**src/rtl/alu_pkg.sv**
```systemverilog
// Shared ALU definitions: the 4-bit operation codes driven by the ALU control
// decoder and the state encoding of the sequential execution unit.
// The optional ALU_SEQ_BARREL_SHIFT_EN build switch is handled in alu_seq_exec.
package alu_pkg;

  localparam logic [3:0] ALU_ADD = 4'b0000;
  localparam logic [3:0] ALU_SUB = 4'b0001;
  localparam logic [3:0] ALU_XOR = 4'b0010;
  localparam logic [3:0] ALU_OR  = 4'b0011;
  localparam logic [3:0] ALU_AND = 4'b0100;
  localparam logic [3:0] ALU_SLL = 4'b0101;
  localparam logic [3:0] ALU_SRL = 4'b0111;
  localparam logic [3:0] ALU_ORI = 4'b1000;
  localparam logic [3:0] ALU_LUI = 4'b1001;

  typedef enum logic [1:0] {
    IDLE  = 2'b00,
    SHIFT = 2'b01,
    DONE  = 2'b10
  } alu_state_e;

endpackage

```
**src/rtl/alu_seq_shifter.sv**
```systemverilog
// Iterative one-bit-per-cycle shifter used by alu_seq_exec when the barrel
// shifter build (ALU_SEQ_BARREL_SHIFT_EN) is not selected.
// Ports:
//   clk, reset    : clock and synchronous active-high reset
//   start_i       : load data_i/shamt_i/dir_left_i into the working state
//   dir_left_i    : 1 = shift left (SLL), 0 = logical shift right (SRL)
//   data_i        : value to shift
//   shamt_i       : number of single-bit steps
//   result_o      : working register
//   done_o        : remaining count is zero
module alu_seq_shifter #(
  parameter int unsigned DATA_WIDTH  = 32,
  parameter int unsigned SHAMT_WIDTH = 5
) (
  input  logic                   clk,
  input  logic                   reset,
  input  logic                   start_i,
  input  logic                   dir_left_i,
  input  logic [DATA_WIDTH-1:0]  data_i,
  input  logic [SHAMT_WIDTH-1:0] shamt_i,
  output logic [DATA_WIDTH-1:0]  result_o,
  output logic                   done_o
);

  logic [DATA_WIDTH-1:0]  work_q;
  logic [SHAMT_WIDTH-1:0] cnt_q;
  logic                   dir_left_q;

  always_ff @(posedge clk) begin
    if (reset) begin
      work_q     <= '0;
      cnt_q      <= '0;
      dir_left_q <= 1'b0;
    end else if (start_i) begin
      work_q     <= data_i;
      cnt_q      <= shamt_i;
      dir_left_q <= dir_left_i;
    end else if (cnt_q != '0) begin
      work_q <= dir_left_q ? {work_q[DATA_WIDTH-2:0], 1'b0} : {1'b0, work_q[DATA_WIDTH-1:1]};
      cnt_q  <= cnt_q - SHAMT_WIDTH'(1);
    end
  end

  assign result_o = work_q;
  assign done_o   = (cnt_q == '0);

endmodule

```
**src/rtl/alu_seq_exec.sv**
```systemverilog
// Sequential ALU execution unit with valid/ready handshakes on both sides.
// Non-shift ops complete one cycle after accept; SLL/SRL shift one bit per
// cycle unless ALU_SEQ_BARREL_SHIFT_EN is defined, in which case they are
// computed combinationally at accept like every other op.
// Ports:
//   clk, reset                 : clock and synchronous active-high reset
//   in_valid_i / in_ready_o    : operand handshake
//   alu_operation_i, a_i, b_i  : op code and operands, sampled on accept
//   out_valid_o / out_ready_i  : result handshake
//   result_o, illegal_op_o     : result and undefined-op flag, held until taken
module alu_seq_exec
  import alu_pkg::*;
#(
  parameter int unsigned DATA_WIDTH  = 32,
  parameter int unsigned SHAMT_WIDTH = 5
) (
  input  logic                  clk,
  input  logic                  reset,
  input  logic                  in_valid_i,
  output logic                  in_ready_o,
  input  logic [3:0]            alu_operation_i,
  input  logic [DATA_WIDTH-1:0] a_i,
  input  logic [DATA_WIDTH-1:0] b_i,
  output logic                  out_valid_o,
  input  logic                  out_ready_i,
  output logic [DATA_WIDTH-1:0] result_o,
  output logic                  illegal_op_o
);

  alu_state_e            state_q;
  logic                  in_ready_q;
  logic                  out_valid_q;
  logic [DATA_WIDTH-1:0] result_q;
  logic                  illegal_q;

  logic                  accept;
  logic                  is_shift;
  logic [DATA_WIDTH-1:0] imm_result;
  logic                  imm_illegal;
  logic [SHAMT_WIDTH-1:0] shamt;

  assign accept   = in_valid_i & in_ready_q;
  assign shamt    = b_i[SHAMT_WIDTH-1:0];
  assign is_shift = (alu_operation_i == ALU_SLL) || (alu_operation_i == ALU_SRL);

  always_comb begin
    imm_result  = '0;
    imm_illegal = 1'b0;
    case (alu_operation_i)
      ALU_ADD:         imm_result = a_i + b_i;
      ALU_SUB:         imm_result = a_i - b_i;
      ALU_XOR:         imm_result = a_i ^ b_i;
      ALU_OR, ALU_ORI: imm_result = a_i | b_i;
      ALU_AND:         imm_result = a_i & b_i;
`ifdef ALU_SEQ_BARREL_SHIFT_EN
      ALU_SLL:         imm_result = a_i << shamt;
      ALU_SRL:         imm_result = a_i >> shamt;
`else
      // Result comes from the iterative shifter instead.
      ALU_SLL, ALU_SRL: imm_result = '0;
`endif
      ALU_LUI:         imm_result = b_i;
      default:         imm_illegal = 1'b1;
    endcase
  end

`ifndef ALU_SEQ_BARREL_SHIFT_EN
  logic [DATA_WIDTH-1:0] sh_result;
  logic                  sh_done;

  alu_seq_shifter #(
    .DATA_WIDTH (DATA_WIDTH),
    .SHAMT_WIDTH(SHAMT_WIDTH)
  ) u_shifter (
    .clk       (clk),
    .reset     (reset),
    .start_i   (accept & is_shift),
    .dir_left_i(alu_operation_i == ALU_SLL),
    .data_i    (a_i),
    .shamt_i   (shamt),
    .result_o  (sh_result),
    .done_o    (sh_done)
  );
`endif

  always_ff @(posedge clk) begin
    if (reset) begin
      state_q     <= IDLE;
      in_ready_q  <= 1'b1;
      out_valid_q <= 1'b0;
      result_q    <= '0;
      illegal_q   <= 1'b0;
    end else begin
      case (state_q)
        IDLE: begin
          if (accept) begin
            in_ready_q <= 1'b0;
`ifndef ALU_SEQ_BARREL_SHIFT_EN
            if (is_shift) begin
              state_q <= SHIFT;
            end else
`endif
            begin
              result_q    <= imm_result;
              illegal_q   <= imm_illegal;
              out_valid_q <= 1'b1;
              state_q     <= DONE;
            end
          end
        end
`ifndef ALU_SEQ_BARREL_SHIFT_EN
        SHIFT: begin
          if (sh_done) begin
            result_q    <= sh_result;
            illegal_q   <= 1'b0;
            out_valid_q <= 1'b1;
            state_q     <= DONE;
          end
        end
`endif
        DONE: begin
          // No accept in this cycle: in_ready_o rises only after the handshake.
          if (out_ready_i) begin
            out_valid_q <= 1'b0;
            in_ready_q  <= 1'b1;
            state_q     <= IDLE;
          end
        end
        default: begin
          state_q     <= IDLE;
          in_ready_q  <= 1'b1;
          out_valid_q <= 1'b0;
        end
      endcase
    end
  end

  assign in_ready_o   = in_ready_q;
  assign out_valid_o  = out_valid_q;
  assign result_o     = result_q;
  assign illegal_op_o = illegal_q;

endmodule

```
**config.mk**
```make
export PLATFORM = sky130hd
export DESIGN_NAME = alu_seq_exec
export DESIGN_NICKNAME = d
export VERILOG_FILES = /design/src/rtl/alu_pkg.sv /design/src/rtl/alu_seq_shifter.sv /design/src/rtl/alu_seq_exec.sv
export SDC_FILE = /design/constraint.sdc
export NUM_CORES = 1
export LEC_CHECK = 0
export ABC_AREA = 1
export ABC_CLOCK_PERIOD_IN_PS = 6200
export CAP_MARGIN = 20
export CORE_MARGIN = 4
export CORE_UTILIZATION = 55
export DETAILED_ROUTE_END_ITERATION = 8
export GPL_ROUTABILITY_DRIVEN = 0
export PLACE_DENSITY_LB_ADDON = 0.08
export SLEW_MARGIN = 15
export SYNTH_ARGS = -nofsm -noshare
export SYNTH_HDL_FRONTEND = slang
export SYNTH_SLANG_ARGS = --single-unit
```
**constraint.sdc**
```tcl
create_clock -name clk -period 6.2 [get_ports clk]
set_input_delay 0.93 -clock clk [delete_from_list [all_inputs] [get_ports clk]]
set_output_delay 0.93 -clock clk [all_outputs]
set_load 0.05 [all_outputs]
```
; Word-level counts from Yosys, hierarchy flattened
; Index checks and enable logic that the tools add are counted.
[op_classes]
n_addsub = 3
eq_ne = 14
muxes = 28
bitwise = 6
reduce_logical = 13
[op_table]
columns = operator, count
row1 = $mux W32, 6
row2 = $pmux W32 S6, 1
row3 = $pmux W32 S2, 1
row4 = $add A32 B32 Y32, 1
row5 = $and A32 B32 Y32, 1
row6 = $or A32 B32 Y32, 1
row7 = $sub A32 B32 Y32, 1
row8 = $xor A32 B32 Y32, 1
row9 = $eq A4 B3 Y1 const B, 3
row10 = $mux W1, 10
row11 = $mux W5, 2
row12 = $reduce_or A9 Y1, 1
row13 = $eq A4 B2 Y1 const B, 2
row14 = $eq A4 B4 Y1 const B, 2
row15 = $mux W2, 4
row16 = $ne A2 B2 Y1 const B, 4
row17 = $reduce_and A4 Y1, 2
row18 = $pmux W1 S3, 2
row19 = $pmux W2 S3, 1
row20 = $reduce_and A3 Y1, 2
row21 = $logic_not A5 Y1, 1
row22 = $reduce_bool A5 Y1, 1
row23 = $sub A5 B1 Y5 const B, 1
row24 = $eq A4 B1 Y1 const B, 1
row25 = other kinds (10), 12
[word_totals]
register_bits = 75
inputBits = 72
output_inout_bits = 35
wordCells = 72

; Depth between registers and ports, before layout
; Gate-level depths: netlist of run 1.
[logic_depth]
word_depth = 6
mapped_depth = 28
depth_no_buf = 28

; Modules after synthesis
; From an unflattened synthesis of run 1, not the netlist that was laid out.
[hier_totals]
hier_cells = 1503
hier_area_um2 = 8788.4
[by_module_without_submodules]
columns = module, n_inst, cells_each, area_each_um2, seq_area_each_um2
row1 = alu_seq_exec, 1, 1136, 6562.5, 740.7
row2 = alu_seq_shifter, 1, 367, 2225.9, 760.7

; Least setup slack after synthesis of run 1
; No wires, ideal clock.
[synth_timing]
kind = input to register
from = input b_i[0]
to = register result_q[27] (netlist: result_o[27])
setup_time_ns = 0.070
arrival_ns = 3.446
required_ns = 6.130
slack_ns = 2.684
cell_stages = 23
path_buffers = 0
path_cell_list = inv_1 ha_1 nand3_2 nor2_1 nand3b_1 nor2_2 nand2_1 nor2_2 nand2_1 nand2_1 o21ai_0 xor2_1 ha_1 a21oi_1 nand2_1 o21bai_1 nor2_1 nand2_1 nand2_1 nand3_1 nand2_1 nand2_1 a21oi_1
[synth_between]
elab_chain_cells = 5
word_cells_on_any_way = 6
cone_classes = add/sub (2) / mux (4)
[synth_lines]
columns = element, line_no
row1 = start: declaration, alu_seq_exec.sv:23  ; input logic [DATA_WIDTH-1:0] b_i,
row2 = $sub A32 B32 Y32 / $add A32 B32 Y32 (equally long branches), "alu_seq_exec.sv:51, alu_seq_exec.sv:50"
row3 = $pmux W32 S6 *, alu_seq_exec.sv:49  ; case (alu_operation_i)
row4 = $mux W32 *, alu_seq_exec.sv:99  ; if (is_shift) begin
row5 = $mux W32 *, alu_seq_exec.sv:96  ; if (accept) begin
row6 = $pmux W32 S2 *, alu_seq_exec.sv:94  ; case (state_q)
row7 = end signal: assignment, alu_seq_exec.sv:104  ; result_q <= imm_result;
row8 = end signal: assignment, alu_seq_exec.sv:114  ; result_q <= sh_result;
row9 = end: declaration, alu_seq_exec.sv:33  ; logic [DATA_WIDTH-1:0] result_q;
; Every way passes the cells marked *; elsewhere a longest branch is shown, timed or not. The select of a mux whose other input is x is not followed.
; A chain may end at the register's enable or synchronous reset.

; Worst setup path in the final report of run 1
[layout_timing]
from = input b_i[0]
to = register result_q[26] (netlist: result_o[26])
; Same word-level chain as after synthesis.

==> results of run 1 <==
## registers in the layout, summed over array words and instances (netlist names)
name,count
result_o,32
u_shifter.result_o,32
in_ready_o,1
illegal_op_o,1
u_shifter.cnt_q,5
state_q,2
out_valid_o,1
u_shifter.dir_left_q,1
## worst paths after layout
path | slack, ns | cells after the start | end
worst max-delay path | 1.63 | 24 | result_o[26]$_SDFFE_PP0P_
worst min register to register | 0.47 | 2 | out_valid_o$_SDFFE_PP0P_
worst min-delay path | 0.47 | 2 | out_valid_o$_SDFFE_PP0P_
worst max register to register | 3.06 | 10 | result_o[27]$_SDFFE_PP0P_
## area by class of cell
class / count / share of cell area
flip-flops and latches: 75 / 0.149
repair buffers: 116 / 0.117
clock inverters: 7 / 0.0102
well taps: 188 / 0.0234
inverters: 212 / 0.0792
clock buffers: 9 / 0.0224
multi-input cells: 1058 / 0.598
## stage by stage
step / instances / hold slack (ns) / instance area [sq um] / power, W
final: 1665 / 0.467 / 10000 / 0.00310
after global routing: 1665 / 0.507 / 10000 / 0.00327
after detailed placement: 1648 / 0.459 / 9700 / 0.00249
after CTS: 1664 / 0.471 / 10000 / 0.00307
after global placement: 1646 / 0.453 / 9650 / 0.00249
after floorplan: 1399 / 0.458 / 8530 / 0.00195
## synth_stat cells (all sizes together), types with 3 or more instances
library cell,count,area share
o21bai,3,0.0026
nor2,131,0.059
o21ai,99,0.059
a21oi,110,0.065
nand3b,9,0.0079
a221oi,41,0.054
o221ai,7,0.0072
clkinv,3,0.0013
o2111ai,3,0.0031
ha,98,0.14
buf,18,0.012
nand2,393,0.17
o22ai,3,0.0022
o211ai,18,0.016
clkbuf,36,0.016
inv,209,0.092
nor3,14,0.010
nand3,51,0.030
nand4,8,0.0059
a31oi,13,0.0095
or2,6,0.0044
dfxtp,75,0.18
xor2,33,0.034
## kinds of logic after synthesis
| group | synth area share |
|---|---|
| AO/OA/AOI/OAI | 0.224 |
| XOR/XNOR | 0.0349 |
| adder cells (fa/ha/maj) | 0.146 |
| buffers and inverters | 0.121 |
| flip-flops | 0.176 |
| multiplexers | 0.00117 |
| AND/OR/NAND/NOR | 0.297 |
## where the power goes
part | switching [W] | internal (W) | total (W)
Combinational | 0.00125 | 0.000547 | 0.00180
Clock | 0.000222 | 0.000355 | 0.000577
Sequential | 0.0000927 | 0.000626 | 0.000719
Total | 0.00157 | 0.00153 | 0.00310
## worst register-to-register path: stages (launching register included)
cell      delay, ns
dfxtp_1        0.31
buf_4          0.35
inv_1          0.19
o211ai_1       0.18
nand3_1        0.12
nor2_1         0.20
inv_2          0.09
nor2_4         0.61
inv_2          0.49
a21oi_1        0.38
a21oi_1        0.11
## layer usage
layer,up-vias,routed length [um],global-route usage
met1,4509,12900,0.461
met5,-,13,0
met2,518,12700,0.495
met4,2,775,0.102
met3,68,3350,0.0677
li1,4716,-,-
==> metrics.md, run 1 <==
| Metric | Value |
|---|---|
| N_diodes | `0` |
| CP Max Fanout | `5` |
| # Post-CTS Setup Buffers | `0` |
| CP required | `6.44 ns` |
| Worst setup path category | `primary input to flop` |
| Largest net degree at the start of global routing | `42` |
| First-pass GRT wire length | `46.3 mm` |
| Worst Path Buf+Inv | `2` |
| Initial antenna violation count | `1` |
| CP Launch Point | `b_i[0]` |
| Post-Syn Instances | `1,399` |
| Critical path's largest stage delay | `0.49 ns` |
| Iter 0 DRT Violations | `1,244` |
| Vias in the first global route | `8,826` |
| DR vias/cell | `5.89` |
| DRC | `0` |
| Drt pass-1 iters | `6` |
| Max-slew violations | `0` |
| Post-synth EDFFs | `0` |
| Worst-path clk slew | `0.06 ns` |
| Worst Tran Pin Value | `0.891 ns` |
| CTS Root Cell | `clkbuf_16` |
| Slowest-stage cell, CP | `clkdlybuf4s50_1` |
| Share of layout cells above drive strength 1 | `0.0420` |
| Power density over the cells | `308 mW/mm^2` |
| Syn Std Cell Area | `0.00853 sq mm` |
| CTS tree | `built` |
| FF+latch area | `0.00150 sq mm` |
| Hold Crit Start | `out_valid_o$_SDFFE_PP0P_` |
| Synthesized area per cell | `6.10 sq um` |
| Crit start category | `primary input` |
| Most frequent CP cell | `nand2_1` |
| Fin crit share | `0.737` |
| Yosys Warn Count | `0` |
| TritonCTS Sinks | `75` |
| Via Count | `9,813` |
| Synth unique cells | `47` |
| # resized after CTS | `0` |
| Total CTS buffers | `9` |
| Die ar. | `0.0176 sq mm` |
| Critical Path End Type | `flop` |
| RSZ-0062 raised after global routing | `false` |
| Peak VDD IR | `0.000237 V` |
| Setup ws final | `1.63 ns` |
| Worst rel slew slack | `0.404` |
| Min cycle time layout | `4.57 ns` |
| Post-DP HPWL | `23.0 mm` |
| Delay-heaviest family, CP | `simple AND/OR/NAND/NOR gates` |
| Port Buffers | `106` |
| Post-synth top flop | `dfxtp_1` |
| Setup-failing EPs final | `0` |
| Place WS | `1.46 ns` |
| Post-layout util | `0.661` |
| Peak Freq | `219 MHz` |
| Fill count | `1,479` |
| Async SR Flop Fraction | `0` |
| Std cell rows | `45` |
| Commonest non-fill, non-tap cell in the layout | `nand2_1` |
| CTS HTree Levels | `3` |
| Syn_nets | `1,570` |
| Io pins | `107` |
| Sequential share of the synthesized area | `0.176` |
| Max Cap Viol | `0` |
| FF+latch count, synth | `75` |
| Core footprint | `0.0152 sq mm` |
| Worst EP arrival | `4.81 ns` |
| Commonest cells after routing, fill and taps aside | `nand2_1, inv_1, nor2_1` |
| Nets@finish | `1,643` |
| Gr usage total | `0.325` |
| Run status | `finished, final reports clean` |
| Area growth, synth to finish | `17.7%` |
| Post-route ant nets | `0` |
| Clock skew | `0.00589 ns` |
| Hold WC Path Type | `flop to flop` |
| Crit Reg-Reg Startpoint | `state_q[0]$_SDFFE_PP0P_` |
| Drt total wl | `29.8 mm` |
| Final Hold Vio Count | `0` |
| Crit path cell chain | `clkdlybuf4s50_1, inv_1, ha_1, nand3_2, nor2_1, nand3b_1, nor2_2, nand2_1, nor2_2, nand2_1, o21ai_2, xor2_1, ha_1, nand2_1, nor2_1, nand2_1, nor4_1, nand2_1, nand2_1, nand2_1, nand3_1, nand2_1, nand2_1, a21oi_1` |
| Total gr overflow | `0` |
| Width of the die | `133 um` |
| Clock buffer depth | `2` |
| Average wire per standard cell | `17.9 um` |
| Leakage | `4.94 nW` |
| Setup TNS | `0 ns` |
| Skew-Pair Late Insertion Delay | `0.35 ns` |
| Multi-input logic area | `0.00600 sq mm` |
| Initial Util | `0.561` |
| Post-CTS Hold Buffers | `0` |
| Die Y-Extent | `133 um` |
Power figures use the tool's default switching activity.
==> inputs of run 2 (changes only) <==
- ABC_CLOCK_PERIOD_IN_PS: 6200 -> 4650
- clock period: 6.2 -> 4.65 ns (I/O delays scaled with it)
==> run 2 against run 1 <==
Against the previous run:
- flip-flop and latch count did not move
- global-route usage rose by 0.085 points
- register-to-register slack got worse by 0.88 ns
- critical endpoint is now result_o[28]$_SDFFE_PP0P_
- critical path depth did not move
- non-clock buffer count rose by 11
- design area rose by 0.12%
- core utilization rose by 0.082 points
- highest routed layer is now met4
- die area did not move
==> metrics.md, run 2 (synthesis gave the netlist of run 1 again) <==
| Metric | Value |
|---|---|
| CTS Root Cell | `clkbuf_16` |
| Fin area | `0.0101 sq mm (+0.12%)` |
| Worst Tran Pin Value | `0.822 ns (-0.0688 ns)` |
| Setup ws final | `0.335 ns (-1.29 ns)` |
| Nets@finish | `1,654 (+0.67%)` |
| DP Cell Count | `1,660 (+0.73%)` |
| Post-route ant nets | `0 (unchanged)` |
| Drt pass-1 iters | `7 (+1)` |
| Skew-Pair Late Insertion Delay | `0.34 ns (about the same)` |
| Std cell rows | `45 (unchanged)` |
| Critical Path End Type | `flop` |
| Worst rel slew slack | `0.451 (+0.0472)` |
| Worst EP arrival | `4.54 ns (-0.27 ns)` |
| CTS tree | `built` |
| Critical path's largest stage delay | `0.46 ns (-0.03 ns)` |
| Total CTS buffers | `9 (unchanged)` |
| # Post-CTS Setup Buffers | `0 (unchanged)` |
| Average wire per standard cell | `17.6 um (-1.7%)` |
| Largest net degree at the start of global routing | `35 (-17%)` |
| Area growth, synth to finish | `17.8%` |
| Die Y-Extent | `133 um (unchanged)` |
| Setup-failing EPs final | `0 (unchanged)` |
| CP Max Fanout | `5 (unchanged)` |
| Final cell count without fillers | `1,675 (+0.60%)` |
| Die ar. | `0.0176 sq mm (unchanged)` |
| CTS HTree Levels | `3 (unchanged)` |
| Fill count | `1,442 (-2.5%)` |
| CP required | `4.88 ns (-1.56 ns)` |
| Commonest non-fill, non-tap cell in the layout | `nand2_1` |
| Post-DP HPWL | `23.2 mm (+0.95%)` |
| DRC | `0 (unchanged)` |
| Via Count | `9,774 (-0.40%)` |
| Io pins | `107 (unchanged)` |
| Drt total wl | `29.4 mm (-1.1%)` |
| N_diodes | `0 (unchanged)` |
| Final hold slack | `0.473 ns (+0.00604 ns)` |
| Hold WC Path Type | `flop to flop` |
| Post-CTS Hold Buffers | `0 (unchanged)` |
| Leakage | `4.98 nW (+0.73%)` |
| Iter 0 DRT Violations | `1,059 (-15%)` |
| Crit path cell chain | `clkdlybuf4s50_1, inv_1, ha_1, nand3_2, nor2_1, nand3b_1, nor2_2, nand2_1, nor2_2, nand2_1, nand2_1, o21ai_0, xor2_1, ha_1, nand2_1, nor3_1, and2_1, nand2_1, nand2_1, nand2_1, nand3_1, nand2_1, nand2_1, a21oi_1` |
| Power density over the cells | `405 mW/mm^2 (+31%)` |
| Final Hold Vio Count | `0 (unchanged)` |
| FF+latch area | `0.00150 sq mm (unchanged)` |
| Initial Util | `0.561 (unchanged)` |
| Gr usage total | `0.326 (+0.000853)` |
| Place WS | `0.0678 ns (-1.39 ns)` |
| Setup TNS | `0 ns (unchanged)` |
| Run status | `finished, final reports clean` |
| Worst-path clk slew | `0.06 ns (about the same)` |
| Initial antenna violation count | `0 (-1)` |
| DR vias/cell | `5.84 (-0.99%)` |
| Clock buffer depth | `2 (unchanged)` |
| Core footprint | `0.0152 sq mm (unchanged)` |
| Total gr overflow | `0 (unchanged)` |
| Min cycle time layout | `4.31 ns` |
| Max-slew violations | `0 (unchanged)` |
| Post-DP Area | `0.00975 sq mm (+0.52%)` |
| Slowest-stage cell, CP | `clkdlybuf4s50_1` |
| Share of layout cells above drive strength 1 | `0.0484 (+0.00644)` |
| Crit start category | `primary input` |
| Vias in the first global route | `8,841 (+0.17%)` |
| RSZ-0062 raised after global routing | `false` |
| Peak Freq | `232 MHz` |
| Clock skew | `0.00556 ns (-0.000338 ns)` |
| First-pass GRT wire length | `46.3 mm (about the same)` |
| Fin crit share | `0.928` |
| TritonCTS Sinks | `75 (unchanged)` |
| # resized after CTS | `0 (unchanged)` |
| Width of the die | `133 um (unchanged)` |
| Port Buffers | `106 (unchanged)` |
| Worst setup path category | `primary input to flop` |
| Most frequent CP cell | `nand2_1` |
| Max Cap Viol | `0 (unchanged)` |
| Peak VDD IR | `0.000552 V (+130%)` |
| Commonest cells after routing, fill and taps aside | `nand2_1, inv_1, nor2_1` |
| Multi-input logic area | `0.00600 sq mm (unchanged)` |
[run 2: cell types whose count changed in the layout (fill, tap and decap cells not counted)]
cell	previous run	this run
buf_16	2	0
buf_6	1	0
clkinv_4	4	0
clkinvlp_4	1	0
bufinv_16	2	1
clkbuf_8	0	2
inv_6	0	1
clkinv_2	0	2
buf_4	7	21
[run 2: worst max-delay path: cells and delay by family]
family	cells	cell delay, ns
AOI/OAI and AO/OA	2	0.26
xor gates and xnor gates	1	0.19
adders and majority gates	2	0.61
buffers and inverters	2	0.63
and+or+nand+nor	17	2.13
[run 2: cell type report]
| class | count | share of cell area |
|---|---|---|
| multi-input combinational | 1058 | 0.597 |
| sequential | 75 | 0.149 |
| timing repair buffer | 127 | 0.121 |
| inverter | 212 | 0.0791 |
| clock buffer | 11 | 0.0251 |
| tap | 188 | 0.0234 |
| clock inverter | 4 | 0.00485 |
[run 2: path summary, 6_finish.rpt]
kind	start	end	slack (ns)	depth (start not counted)
worst max-delay path	b_i[0]	result_o[28]$_SDFFE_PP0P_	0.34	24
worst min-delay path	result_o[2]$_SDFFE_PP0P_	result_o[2]$_SDFFE_PP0P_	0.47	2
worst max register to register	state_q[0]$_SDFFE_PP0P_	result_o[2]$_SDFFE_PP0P_	2.18	8
worst min register to register	result_o[2]$_SDFFE_PP0P_	result_o[2]$_SDFFE_PP0P_	0.47	2
[run 2: per-layer routing]
metal	vias to the layer above	GRT usage	routed length, um	part of all wire
met5	-	0	0	0
li1	4747	-	-	-
met1	4485	0.462	13200	0.45
met3	52	0.0559	2760	0.094
met2	490	0.504	12800	0.43
met4	0	0.106	745	0.025
[run 2: where the power goes]
group / switching (W) / internal [W] / leakage [nW] / total (W)
sequential: 0.000122 / 0.000835 / 0.614 / 0.000958
clock: 0.000272 / 0.000442 / 0.152 / 0.000713
combinational: 0.00166 / 0.000737 / 4.21 / 0.00240
[run 2: metrics by stage]
stage	power, W	util
global placement	0.00331	0.642
floorplan	0.00260	-
global route	0.00431	0.661
finish	0.00407	0.661
detailed placement	0.00333	0.642
CTS	0.00405	0.661
